[config.mk]
export PLATFORM = sky130hd
export DESIGN_NAME = comm_tx_scheduler
export DESIGN_NICKNAME = d
export VERILOG_FILES = /design/src/rtl/comm_tx_scheduler.sv
export SDC_FILE = /design/constraint.sdc
export NUM_CORES = 1
export LEC_CHECK = 0
export BUFFER_PORTS_ARGS = -buffer_cell sky130_fd_sc_hd__buf_2
export CAP_MARGIN = 0
export CORE_ASPECT_RATIO = 0.7
export CORE_MARGIN = 5
export CORE_UTILIZATION = 45
export CTS_BUF_LIST = sky130_fd_sc_hd__clkbuf_4 sky130_fd_sc_hd__clkbuf_8
export DETAILED_ROUTE_END_ITERATION = 7
export PLACE_DENSITY = 0.66
export SLEW_MARGIN = 20
export SYNTH_ARGS = -nofsm -noshare
export SYNTH_HDL_FRONTEND = slang
export SYNTH_SLANG_ARGS = --single-unit
[constraint.sdc]
create_clock -name clock -period 6.5 [get_ports clock]
set_input_delay 1.95 -clock clock [delete_from_list [all_inputs] [get_ports clock]]
set_output_delay 1.95 -clock clock [all_outputs]
set_load 0.05 [all_outputs]
[src/rtl/comm_tx_scheduler.sv]
// rtl/comm_tx_scheduler.sv - message request arbiter and new-game reliability sequencer
//
// Collects ball / miss / new_game / new_game_ack requests, latches their payloads,
// grants the single CommunicationSender one message at a time (ack > new_game >
// miss > ball) and runs the send_new_message / message_sent handshake. After a
// new_game message it waits for the peer ack, retransmits on timeout and flags
// link_error once the retries are exhausted.
//
// Ports
//   clock, reset                 clock and asynchronous active-low reset
//   ball_req + ball payload      ball message request (ball_y_in, velocity_x_in, velocity_y_in)
//   miss_req + miss payload      miss message request (my_score_in, your_score_in, you_should_serve_in)
//   new_game_req                 start / restart the new-game exchange (you_serve_first_in)
//   ack_req                      send a new_game_ack message
//   new_game_ack_seen            peer ack decoded by the receive side
//   send_new_message             request to the sender, held until message_sent
//   message_sent                 sender accepted the current message
//   *_message_tx                 one-hot message type, high only with send_new_message
//   *_tx payload                 payload of the granted message
//   busy, link_up, link_error    status

module comm_tx_scheduler #(
   parameter int ACK_TIMEOUT = 5_000_000,
   parameter int MAX_RETRIES = 3
) (
   input  logic       clock,
   input  logic       reset,
   input  logic       ball_req,
   input  logic [8:0] ball_y_in,
   input  logic [3:0] velocity_x_in,
   input  logic [3:0] velocity_y_in,
   input  logic       miss_req,
   input  logic [4:0] my_score_in,
   input  logic [4:0] your_score_in,
   input  logic       you_should_serve_in,
   input  logic       new_game_req,
   input  logic       you_serve_first_in,
   input  logic       ack_req,
   input  logic       new_game_ack_seen,
   output logic       send_new_message,
   input  logic       message_sent,
   output logic       ball_message_tx,
   output logic       miss_message_tx,
   output logic       new_game_message_tx,
   output logic       new_game_ack_message_tx,
   output logic [8:0] ball_y_tx,
   output logic [3:0] velocity_x_tx,
   output logic [3:0] velocity_y_tx,
   output logic [4:0] my_score_tx,
   output logic [4:0] your_score_tx,
   output logic       you_should_serve_tx,
   output logic       you_serve_first_tx,
   output logic       busy,
   output logic       link_up,
   output logic       link_error
);

   localparam int TW = $clog2(ACK_TIMEOUT);
   localparam int RW = $clog2(MAX_RETRIES + 2);
   localparam logic [TW-1:0] T_LAST = TW'(ACK_TIMEOUT - 1);
   localparam logic [RW-1:0] R_MAX  = RW'(MAX_RETRIES);

   localparam logic [2:0] S_IDLE     = 3'd0;
   localparam logic [2:0] S_SEND     = 3'd1;
   localparam logic [2:0] S_WAIT_ACK = 3'd2;
   localparam logic [2:0] S_SEND_ACK = 3'd3;
   localparam logic [2:0] S_ERROR    = 3'd4;

   logic [2:0]    state;
   logic [TW-1:0] timer;
   logic [RW-1:0] retry;
   logic          ret_err;   // SEND_ACK was entered from ERROR rather than WAIT_ACK

   logic ball_pend, miss_pend, ng_pend, ack_pend;
   logic [8:0] ball_y_l;
   logic [3:0] vx_l, vy_l;
   logic [4:0] my_l, your_l;
   logic       serve_l, first_l;

   logic go_ball, go_miss, go_ng, go_ack_idle, go_ack_wait, go_ack_err;
   logic abort, acked, acked_in_flight, timeout, resend, give_up, launch_ack;

   always_comb begin
      go_ball         = 1'b0;
      go_miss         = 1'b0;
      go_ng           = 1'b0;
      go_ack_idle     = 1'b0;
      go_ack_wait     = 1'b0;
      go_ack_err      = 1'b0;
      abort           = 1'b0;
      acked           = 1'b0;
      acked_in_flight = 1'b0;
      timeout         = 1'b0;
      case (state)
         S_IDLE: begin
            go_ack_idle = ack_pend;
            go_ng       = !ack_pend && ng_pend;
            // ball/miss wait for an established link instead of being dropped
            go_miss     = !ack_pend && !ng_pend && link_up && miss_pend;
            go_ball     = !ack_pend && !ng_pend && link_up && !miss_pend && ball_pend;
         end
         S_WAIT_ACK: begin
            abort       = ng_pend;
            acked       = !ng_pend && new_game_ack_seen;
            go_ack_wait = !ng_pend && !new_game_ack_seen && ack_pend;
            timeout     = !ng_pend && !new_game_ack_seen && !ack_pend && (timer >= T_LAST);
         end
         S_SEND_ACK: acked_in_flight = !ret_err && new_game_ack_seen;
         S_ERROR: begin
            abort      = ng_pend;
            go_ack_err = !ng_pend && ack_pend;
         end
         default: ;
      endcase
   end

   assign resend     = timeout && (retry < R_MAX);
   assign give_up    = timeout && !(retry < R_MAX);
   assign launch_ack = go_ack_idle || go_ack_wait || go_ack_err;
   assign busy       = (state != S_IDLE) || ball_pend || miss_pend || ng_pend || ack_pend;

   // Request capture: a request on the launch edge wins over the clear.
   always_ff @(posedge clock or negedge reset) begin
      if (!reset) begin
         ball_pend <= 1'b0;
         miss_pend <= 1'b0;
         ng_pend   <= 1'b0;
         ack_pend  <= 1'b0;
         ball_y_l  <= '0;
         vx_l      <= '0;
         vy_l      <= '0;
         my_l      <= '0;
         your_l    <= '0;
         serve_l   <= 1'b0;
         first_l   <= 1'b0;
      end else begin
         ball_pend <= ball_req     || (ball_pend && !go_ball);
         miss_pend <= miss_req     || (miss_pend && !go_miss);
         ng_pend   <= new_game_req || (ng_pend && !go_ng);
         ack_pend  <= ack_req      || (ack_pend && !launch_ack);
         if (ball_req) begin
            ball_y_l <= ball_y_in;
            vx_l     <= velocity_x_in;
            vy_l     <= velocity_y_in;
         end
         if (miss_req) begin
            my_l    <= my_score_in;
            your_l  <= your_score_in;
            serve_l <= you_should_serve_in;
         end
         if (new_game_req) first_l <= you_serve_first_in;
      end
   end

   // Link status, retry count and ack timer; a new_game_req restarts all of them.
   always_ff @(posedge clock or negedge reset) begin
      if (!reset) begin
         link_up    <= 1'b0;
         link_error <= 1'b0;
         retry      <= '0;
         timer      <= '0;
      end else if (new_game_req) begin
         link_up    <= 1'b0;
         link_error <= 1'b0;
         retry      <= '0;
         timer      <= '0;
      end else begin
         if (acked || acked_in_flight) link_up <= 1'b1;
         if (give_up) link_error <= 1'b1;
         if (resend) retry <= retry + RW'(1);
         if (state == S_SEND && message_sent && new_game_message_tx)
            timer <= '0;
         else if ((state == S_WAIT_ACK || (state == S_SEND_ACK && !ret_err)) && timer != T_LAST)
            timer <= timer + TW'(1);
      end
   end

   always_ff @(posedge clock or negedge reset) begin
      if (!reset) begin
         state                   <= S_IDLE;
         ret_err                 <= 1'b0;
         send_new_message        <= 1'b0;
         ball_message_tx         <= 1'b0;
         miss_message_tx         <= 1'b0;
         new_game_message_tx     <= 1'b0;
         new_game_ack_message_tx <= 1'b0;
         ball_y_tx               <= '0;
         velocity_x_tx           <= '0;
         velocity_y_tx           <= '0;
         my_score_tx             <= '0;
         your_score_tx           <= '0;
         you_should_serve_tx     <= 1'b0;
         you_serve_first_tx      <= 1'b0;
      end else begin
         case (state)
            S_IDLE: begin
               if (go_ack_idle || go_ng || go_miss || go_ball) begin
                  state                   <= S_SEND;
                  send_new_message        <= 1'b1;
                  new_game_ack_message_tx <= go_ack_idle;
                  new_game_message_tx     <= go_ng;
                  miss_message_tx         <= go_miss;
                  ball_message_tx         <= go_ball;
               end
               if (go_ng) you_serve_first_tx <= first_l;
               if (go_miss) begin
                  my_score_tx         <= my_l;
                  your_score_tx       <= your_l;
                  you_should_serve_tx <= serve_l;
               end
               if (go_ball) begin
                  ball_y_tx     <= ball_y_l;
                  velocity_x_tx <= vx_l;
                  velocity_y_tx <= vy_l;
               end
            end
            S_SEND: begin
               if (message_sent) begin
                  state                   <= new_game_message_tx ? S_WAIT_ACK : S_IDLE;
                  send_new_message        <= 1'b0;
                  ball_message_tx         <= 1'b0;
                  miss_message_tx         <= 1'b0;
                  new_game_message_tx     <= 1'b0;
                  new_game_ack_message_tx <= 1'b0;
               end
            end
            S_WAIT_ACK: begin
               if (abort || acked) begin
                  state <= S_IDLE;
               end else if (go_ack_wait) begin
                  state                   <= S_SEND_ACK;
                  ret_err                 <= 1'b0;
                  send_new_message        <= 1'b1;
                  new_game_ack_message_tx <= 1'b1;
               end else if (resend) begin
                  state               <= S_SEND;
                  send_new_message    <= 1'b1;
                  new_game_message_tx <= 1'b1;
                  you_serve_first_tx  <= first_l;
               end else if (give_up) begin
                  state <= S_ERROR;
               end
            end
            S_SEND_ACK: begin
               if (message_sent) begin
                  send_new_message        <= 1'b0;
                  new_game_ack_message_tx <= 1'b0;
                  if (ret_err)
                     state <= S_ERROR;
                  else if (link_up || acked_in_flight)
                     state <= S_IDLE;
                  else
                     state <= S_WAIT_ACK;
               end
            end
            S_ERROR: begin
               if (abort) begin
                  state <= S_IDLE;
               end else if (go_ack_err) begin
                  state                   <= S_SEND_ACK;
                  ret_err                 <= 1'b1;
                  send_new_message        <= 1'b1;
                  new_game_ack_message_tx <= 1'b1;
               end
            end
            default: state <= S_IDLE;
         endcase
      end
   end

endmodule

==> results.ini, run 1 <==
[critical_path]
rr_endpoint=velocity_x_tx[3]
crit_chain=nor4_1 -> nor2b_1 -> nand2_1 -> buf_2
timing_worst_setup_path_type=reg -> out
arrival_ps=2010
r2r_slack_ps=3570
cp_data_required_time_ps=4550
path_delay_family=simple AND/OR/NAND/NOR gates
start_kind=flop
r2r_start=state[0]
crit_fanout=22
crit_slowest_cell=dfrtp_1
cpPeakStageDelay_ps=610
critPathBufInv=1
critPathCaptureType=output port
worstRegToRegCells=4

[sta]
slew_violations=0
fmax_mhz=253
post-route-period-util_pct=60.9
fin_setup_tns_ps=0
hold_viol_final=0
setup_ws_ps=2540
layout_min_cycle_time_ps=3960
fin_worst_skew_ps=11.1
worst-slew-pin-transition_ps=1030
setup_viol=0
rsz0062_at_grt=false
worst_slew_margin_rel_pct=30.9

[synthesis]
avgSynthCellArea_um2=11.3
synthCells=403
yosysWarnings=0
muxShareOfSynthArea_pct=15.0
ys_top_cells_by_area=dfrtp_1 54%, mux2_2 14%, xnor2_1 3.7%, nor2_1 3.2%, a21oi_1 2.1%
synth-main-ff-cell=dfrtp_1
synth_fa_ha_area_share_pct=0.550
synth-seq-area-share_pct=54.5
syn_nets=442
syn_area_um2=4550
yosysTopAreaCell=dfrtp_1
yosysTopAreaCellShare_pct=54.5
async_flop_share_pct=100
ys_ff_latch=99
ys_types=53
synth_xor_area_share_pct=4.04
synthSimpleGateAreaFrac_pct=14.2
synth_compound_area_share_pct=8.97
synth-edff-count=0
synth_top_family_by_area=multiplexers

[routing]
first_pass_iters=4
wire_per_inst_um=15.4
wirelength_mm=9.20
viasPerCell=5.29
drt_iter0_markers=204
dr_total_vias=3169
postRouteAntennaNets=0
route.detailed.drc=0

[clock_tree]
ctsHoldBuffers=0
cts_setup_buffers=0
cts_resized=0
cts_max_path_buffers=2
root_buffer=clkbuf_8
cts_buffers=9
clock_latency_ps=360
h-tree-depth=3
cts_tree=built
clk_pin_slew_ps=100
clock-sinks=99

[floorplan]
die_w_um=130
rows=30
core-area_um2=9800
die_area_um2=12300
die_h_um=94.1
start_util_pct=46.4
ios=74

[hold_path]
holdPathEnd=you_serve_first_tx
min_from=you_serve_first_tx
whs_path_depth=1
worstHoldPathType=reg -> reg

[finish]
fillers=850
n_antenna_cell=0
drive_above_1_share_pct=32.9
nets=506
area_delta_synth_final_pct=14.2

[power_and_ir_drop]
p_leak_uw=0.00242
peakVddDrop_v=0.000140
power.total_uw=1400
p_per_area_nw_per_um2=270

[place]
gp_congestion=0.827
pre_cts_ws_ps=2910
port_buffers=73
dp_hpwl_mm=6.59

[global_routing]
grtUsageMet1_pct=22.6
busiest_layer=met2
grt_util_met3_pct=4.77
grt_pass1_vias=3197
overflow=0
grt_use_total_pct=16.0
gr-usage-met2_pct=24.2
grt_pass1_wl_mm=15.7
grt_max_degree=66
antenna_found_initial=0

[run_status]
status=completed

[job]
cap_violations=0

-- state kept, by name, indices dropped and copies added (netlist names), 3 cells and up --
signal         flops
velocity_x_tx      4
my_score_tx        5
velocity_y_tx      4
timer             23
ball_y_tx          9
your_l             5
vy_l               4
retry              3
state              3
my_l               5
vx_l               4
ball_y_l           9
your_score_tx      5
-- final cells by class --
class                           count  area, µm²  area share, %
Clock buffer                       10        131           2.53
Multi-Input combinational cell    272       1950           37.5
Clock inverter                      5       62.6           1.20
Tap cell                          128        160           3.08
Inverter                           11       41.3          0.795
Sequential cell                    99       2480           47.7
Timing Repair Buffer               74        375           7.23
-- metal layers --
layer	vias to the layer above	share of wire [%]
met5	-	0
met4	0	0.72
met3	8	5.5
met2	63	46
met1	1542	48
li1	1556	-
-- synthesized netlist by cell type, types with 3 or more instances --
master / number
mux2i_1: 3
xnor2_1: 19
nor2_1: 39
and4_1: 3
inv_1: 11
nand4_1: 4
nor2b_1: 3
a21o_1: 4
dfrtp_1: 99
nand2b_1: 7
mux2_2: 57
nor3_1: 12
clkbuf_1: 17
a31oi_1: 3
a21oi_1: 19
nand2_1: 23
nor4_1: 11
nand3_1: 10
o21ai_0: 12
or3_1: 7
-- through the flow --
step | hold WS (ps) | std cells | util (%) | area, µm²
final | 488 | 599 | 53.0 | 5190
after global routing | 501 | 599 | 53.0 | 5190
after CTS | 494 | 599 | 53.0 | 5190
after detailed placement | 471 | 584 | 51.0 | 5000
after global placement | 465 | 584 | 51.0 | 5000
after floorplan | 460 | 403 | - | 4550
-- where the power goes --
group          internal [µW]  switching (µW)
Sequential               663            68.4
Combinational            106             172
Clock                    182             209
-- kinds of logic after synthesis --
family                     Yosys count
adders and majority gates            2
AOI/OAI and AO/OA                   59
DFF                                 99
buffers and inverters               32
and+or+nand+nor                    129
muxes                               61
xor gates and xnor gates            21
-- cell usage in the layout (no fill, tap or decap), types with 10 or more instances in the layout --
cell      n
buf_2    72
nand3_1  10
nor2_1   39
o21ai_0  12
dfrtp_1  99
nor3_1   12
xnor2_1  19
a21oi_1  19
mux2_2   57
nand2_1  23
inv_1    11
nor4_1   11
-- how the worst max path moves through the flow --
stage          startpoint  cells past startpoint  endpoint
6_report         state[0]                      4      busy
5_1_grt          state[0]                      4      busy
4_1_cts          state[0]                      4      busy
3_5_place_dp     state[1]                      4      busy
3_3_place_gp     state[1]                      4      busy
2_1_floorplan    ack_pend                      4      busy
(Power assumes the default switching activity.)
==> inputs of run 2 (changes only) <==
- ABC_AREA: unset -> 1
- PLACE_DENSITY: 0.66 -> 0.68
- clock period: 6.5 -> 3.4 ns (I/O delays scaled with it)
==> run 2 against run 1 <==
  * Via count increased by 24%
  * First-iteration DRC count rose by 29%
  * Flip-flop and latch count stayed put
  * Global-route usage grew 2.4 points
  * Non-clock buffer count stayed put
  * Sequential power is 83% higher
  * Sequential share of layout area shrank 2.1 points
  * Setup slack worse by 1800 ps
  * Cell area grew 4.6%
==> results.ini, run 2 <==
[finish]
largest_reg_flops=23  ; unchanged
layout.cells.most_common=nand2_1
largest_register=timer
drive_above_1_share_pct=18.8  ; -14 points
n_antenna_cell=0  ; unchanged
reg_top3=timer: 23 flops, ball_y_l: 9 flops, ball_y_tx: 9 flops
final_cell_mix=133 x nand2_1, 99 x dfrtp_1, 82 x inv_1
nets=689  ; +36%
area_delta_synth_final_pct=14.5

[clock_tree]
h-tree-depth=3  ; unchanged
clk_pin_slew_ps=90  ; about the same
root_buffer=clkbuf_8
cts_buffers=9  ; unchanged
ctsHoldBuffers=0  ; unchanged
cts_tree=built
cts_resized=0  ; unchanged
clock_latency_ps=370  ; about the same
cts_setup_buffers=0  ; unchanged
clock-sinks=99  ; unchanged
cts_max_path_buffers=2  ; unchanged

[routing]
first_pass_iters=5  ; +1
viasPerCell=5.00  ; -5.5%
drt_iter0_markers=264  ; +29%
wirelength_mm=10.7  ; +16%
dr_total_vias=3925  ; +24%
postRouteAntennaNets=0  ; unchanged
wire_per_inst_um=13.6  ; -12%
route.detailed.drc=0  ; unchanged

[critical_path]
cp_data_required_time_ps=2380  ; -2170 ps
crit_chain=nor2_1 -> nand2_1 -> inv_1 -> nand3_1 -> buf_2
critPathLaunch=state[0]
timing_worst_setup_path_type=reg -> out
arrival_ps=1680  ; -330 ps
crit_slowest_cell=dfrtp_1
critPathBufInv=2  ; +1
r2r_start=ack_pend
path_delay_family=simple AND/OR/NAND/NOR gates
crit_fanout=5  ; -77%
critPathCaptureType=output port
start_kind=flop
cpPeakStageDelay_ps=450  ; -160 ps

[hold_path]
worstHoldPathType=reg -> reg
min_from=ball_y_tx[8]

[synthesis]
ys_types=35  ; -34%
synth-main-ff-cell=dfrtp_1
synth_fa_ha_area_share_pct=0.527  ; -0.023 points
synthCells=578  ; +43%
synth_top_family_by_area=simple AND/OR/NAND/NOR gates
yosysWarnings=0  ; unchanged
yosysTopAreaCellShare_pct=52.2  ; -2.3 points
async_flop_share_pct=100  ; unchanged
synth-seq-area-share_pct=52.2  ; -2.3 points
syn_nets=617  ; +40%
syn_area_um2=4750  ; +4.3%
ys_ff_latch=99  ; unchanged
synthSimpleGateAreaFrac_pct=25.1  ; +11 points
muxShareOfSynthArea_pct=0  ; -15 points
synth_xor_area_share_pct=1.85  ; -2.2 points
ys_top_cells_by_area=dfrtp_1 52%, nand2_1 11%, o21ai_0 7.7%, inv_1 6.5%, nor2_1 3.2%
synth-edff-count=0  ; unchanged
synth_commonest_cells=133 x nand2_1, 99 x dfrtp_1, 82 x inv_1
avgSynthCellArea_um2=8.21  ; -27%
yosysMostFrequentCell=nand2_1
synth_compound_area_share_pct=12.1  ; +3.2 points
yosysTopAreaCell=dfrtp_1

[sta]
rsz0062_at_grt=false
fin_worst_skew_ps=12.9  ; +1.81 ps
hold_viol_final=0  ; unchanged
worst-slew-pin-transition_ps=807  ; -224 ps
post-route-period-util_pct=79.5
setup_viol=0  ; unchanged
fin_setup_tns_ps=0  ; unchanged
layout_min_cycle_time_ps=2700
slew_violations=0  ; unchanged
worst_slew_margin_rel_pct=46.1  ; +15 points
fmax_mhz=370

[power_and_ir_drop]
peakVddDrop_v=0.000249  ; +77%
power.total_uw=2790  ; +99%
p_per_area_nw_per_um2=513  ; +90%
p_leak_uw=0.00273  ; +13%

[floorplan]
ios=74  ; unchanged
die_h_um=95.9  ; +1.9%
core-area_um2=10300  ; +5.3%
die_w_um=133  ; +2.0%
start_util_pct=46.0  ; -0.44 points
rows=31  ; +3.3%
die_area_um2=12700  ; +3.9%

[global_routing]
antenna_found_initial=0  ; unchanged
overflow=0  ; unchanged
grt_pass1_wl_mm=18.7  ; +19%
grt_use_total_pct=18.3  ; +2.4 points
grt_pass1_vias=3891  ; +22%
grt_max_degree=53  ; -20%

[place]
dp_hpwl_mm=7.75  ; +17%
gp_congestion=0.895  ; +8.2%
port_buffers=73  ; unchanged

[job]
cap_violations=0  ; unchanged

[run_status]
status=completed

[run 2: changes by cell type in the layout (fill, tap and decap cells not counted), moves of 16 or more]
cell | previous run | this run
inv_1 | 11 | 82
nand3_1 | 10 | 26
mux2_2 | 57 | 0
o21ai_0 | 12 | 73
xnor2_1 | 19 | 0
nand2_1 | 23 | 133
[run 2: metal layers]
| metal | global-route usage [%] | vias to the layer above | share of wire, % |
|---|---|---|---|
| li1 | - | 1991 | - |
| met1 | 26.0 | 1811 | 50 |
| met2 | 26.1 | 110 | 41 |
| met3 | 6.58 | 13 | 7.5 |
| met4 | 5.80 | 0 | 1.4 |
| met5 | 0 | - | 0 |
[run 2: worst paths after layout]
check                              endpoint  slack, ps  depth (start not counted)
min in group asynchronous          state[0]        670                          1
min reg2reg                    ball_y_tx[8]        490                          2
max reg2reg                velocity_x_tx[3]       1200                          5
max in group asynchronous    my_score_tx[0]       2030                          2
max                                    busy        700                          5
min                            ball_y_tx[8]        490                          2
[run 2: stage by stage]
stage / hold WS [ps] / cell area [µm²] / util (%) / instances / setup slack [ps]
3_5_place_dp: 466 / 5240 / 50.8 / 771 / 1010
5_1_grt: 515 / 5430 / 52.7 / 785 / 567
2_1_floorplan: 483 / 4750 / - / 578 / 1190
3_3_place_gp: 452 / 5240 / 50.8 / 771 / 1060
6_report: 488 / 5430 / 52.7 / 785 / 696
4_1_cts: 490 / 5430 / 52.7 / 785 / 684
[run 2: cell families after synthesis]
group | Yosys count
buffers and inverters | 102
XOR/XNOR | 10
flip-flops | 99
AO/OA/AOI/OAI | 110
adder cells (fa/ha/maj) | 2
AND/OR/NAND/NOR | 255
[run 2: worst reg2reg max path: stages (launching register included)]
cell,delay (ps)
dfrtp_1,430
nor2_1,260
inv_1,110
nor2_1,200
nand4_2,650
o21ai_0,450
[run 2: area by class of cell]
| type | count | area, µm² |
|---|---|---|
| Fill cell | 1004 | 4880 |
| Tap cell | 132 | 165 |
| Clock buffer | 9 | 124 |
| Clock inverter | 5 | 65.1 |
| Sequential cell | 99 | 2480 |
| Timing Repair Buffer | 74 | 388 |
| Multi-Input combinational cell | 377 | 1880 |
| Inverter | 89 | 334 |
[run 2: power by group]
part / switching, µW / leakage [µW] / internal, µW / total [µW]
sequential: 66.5 / 0.00130 / 1280 / 1340
clock: 409 / 0.0000957 / 339 / 747
combinational: 509 / 0.00134 / 191 / 700
total: 984 / 0.00273 / 1810 / 2790
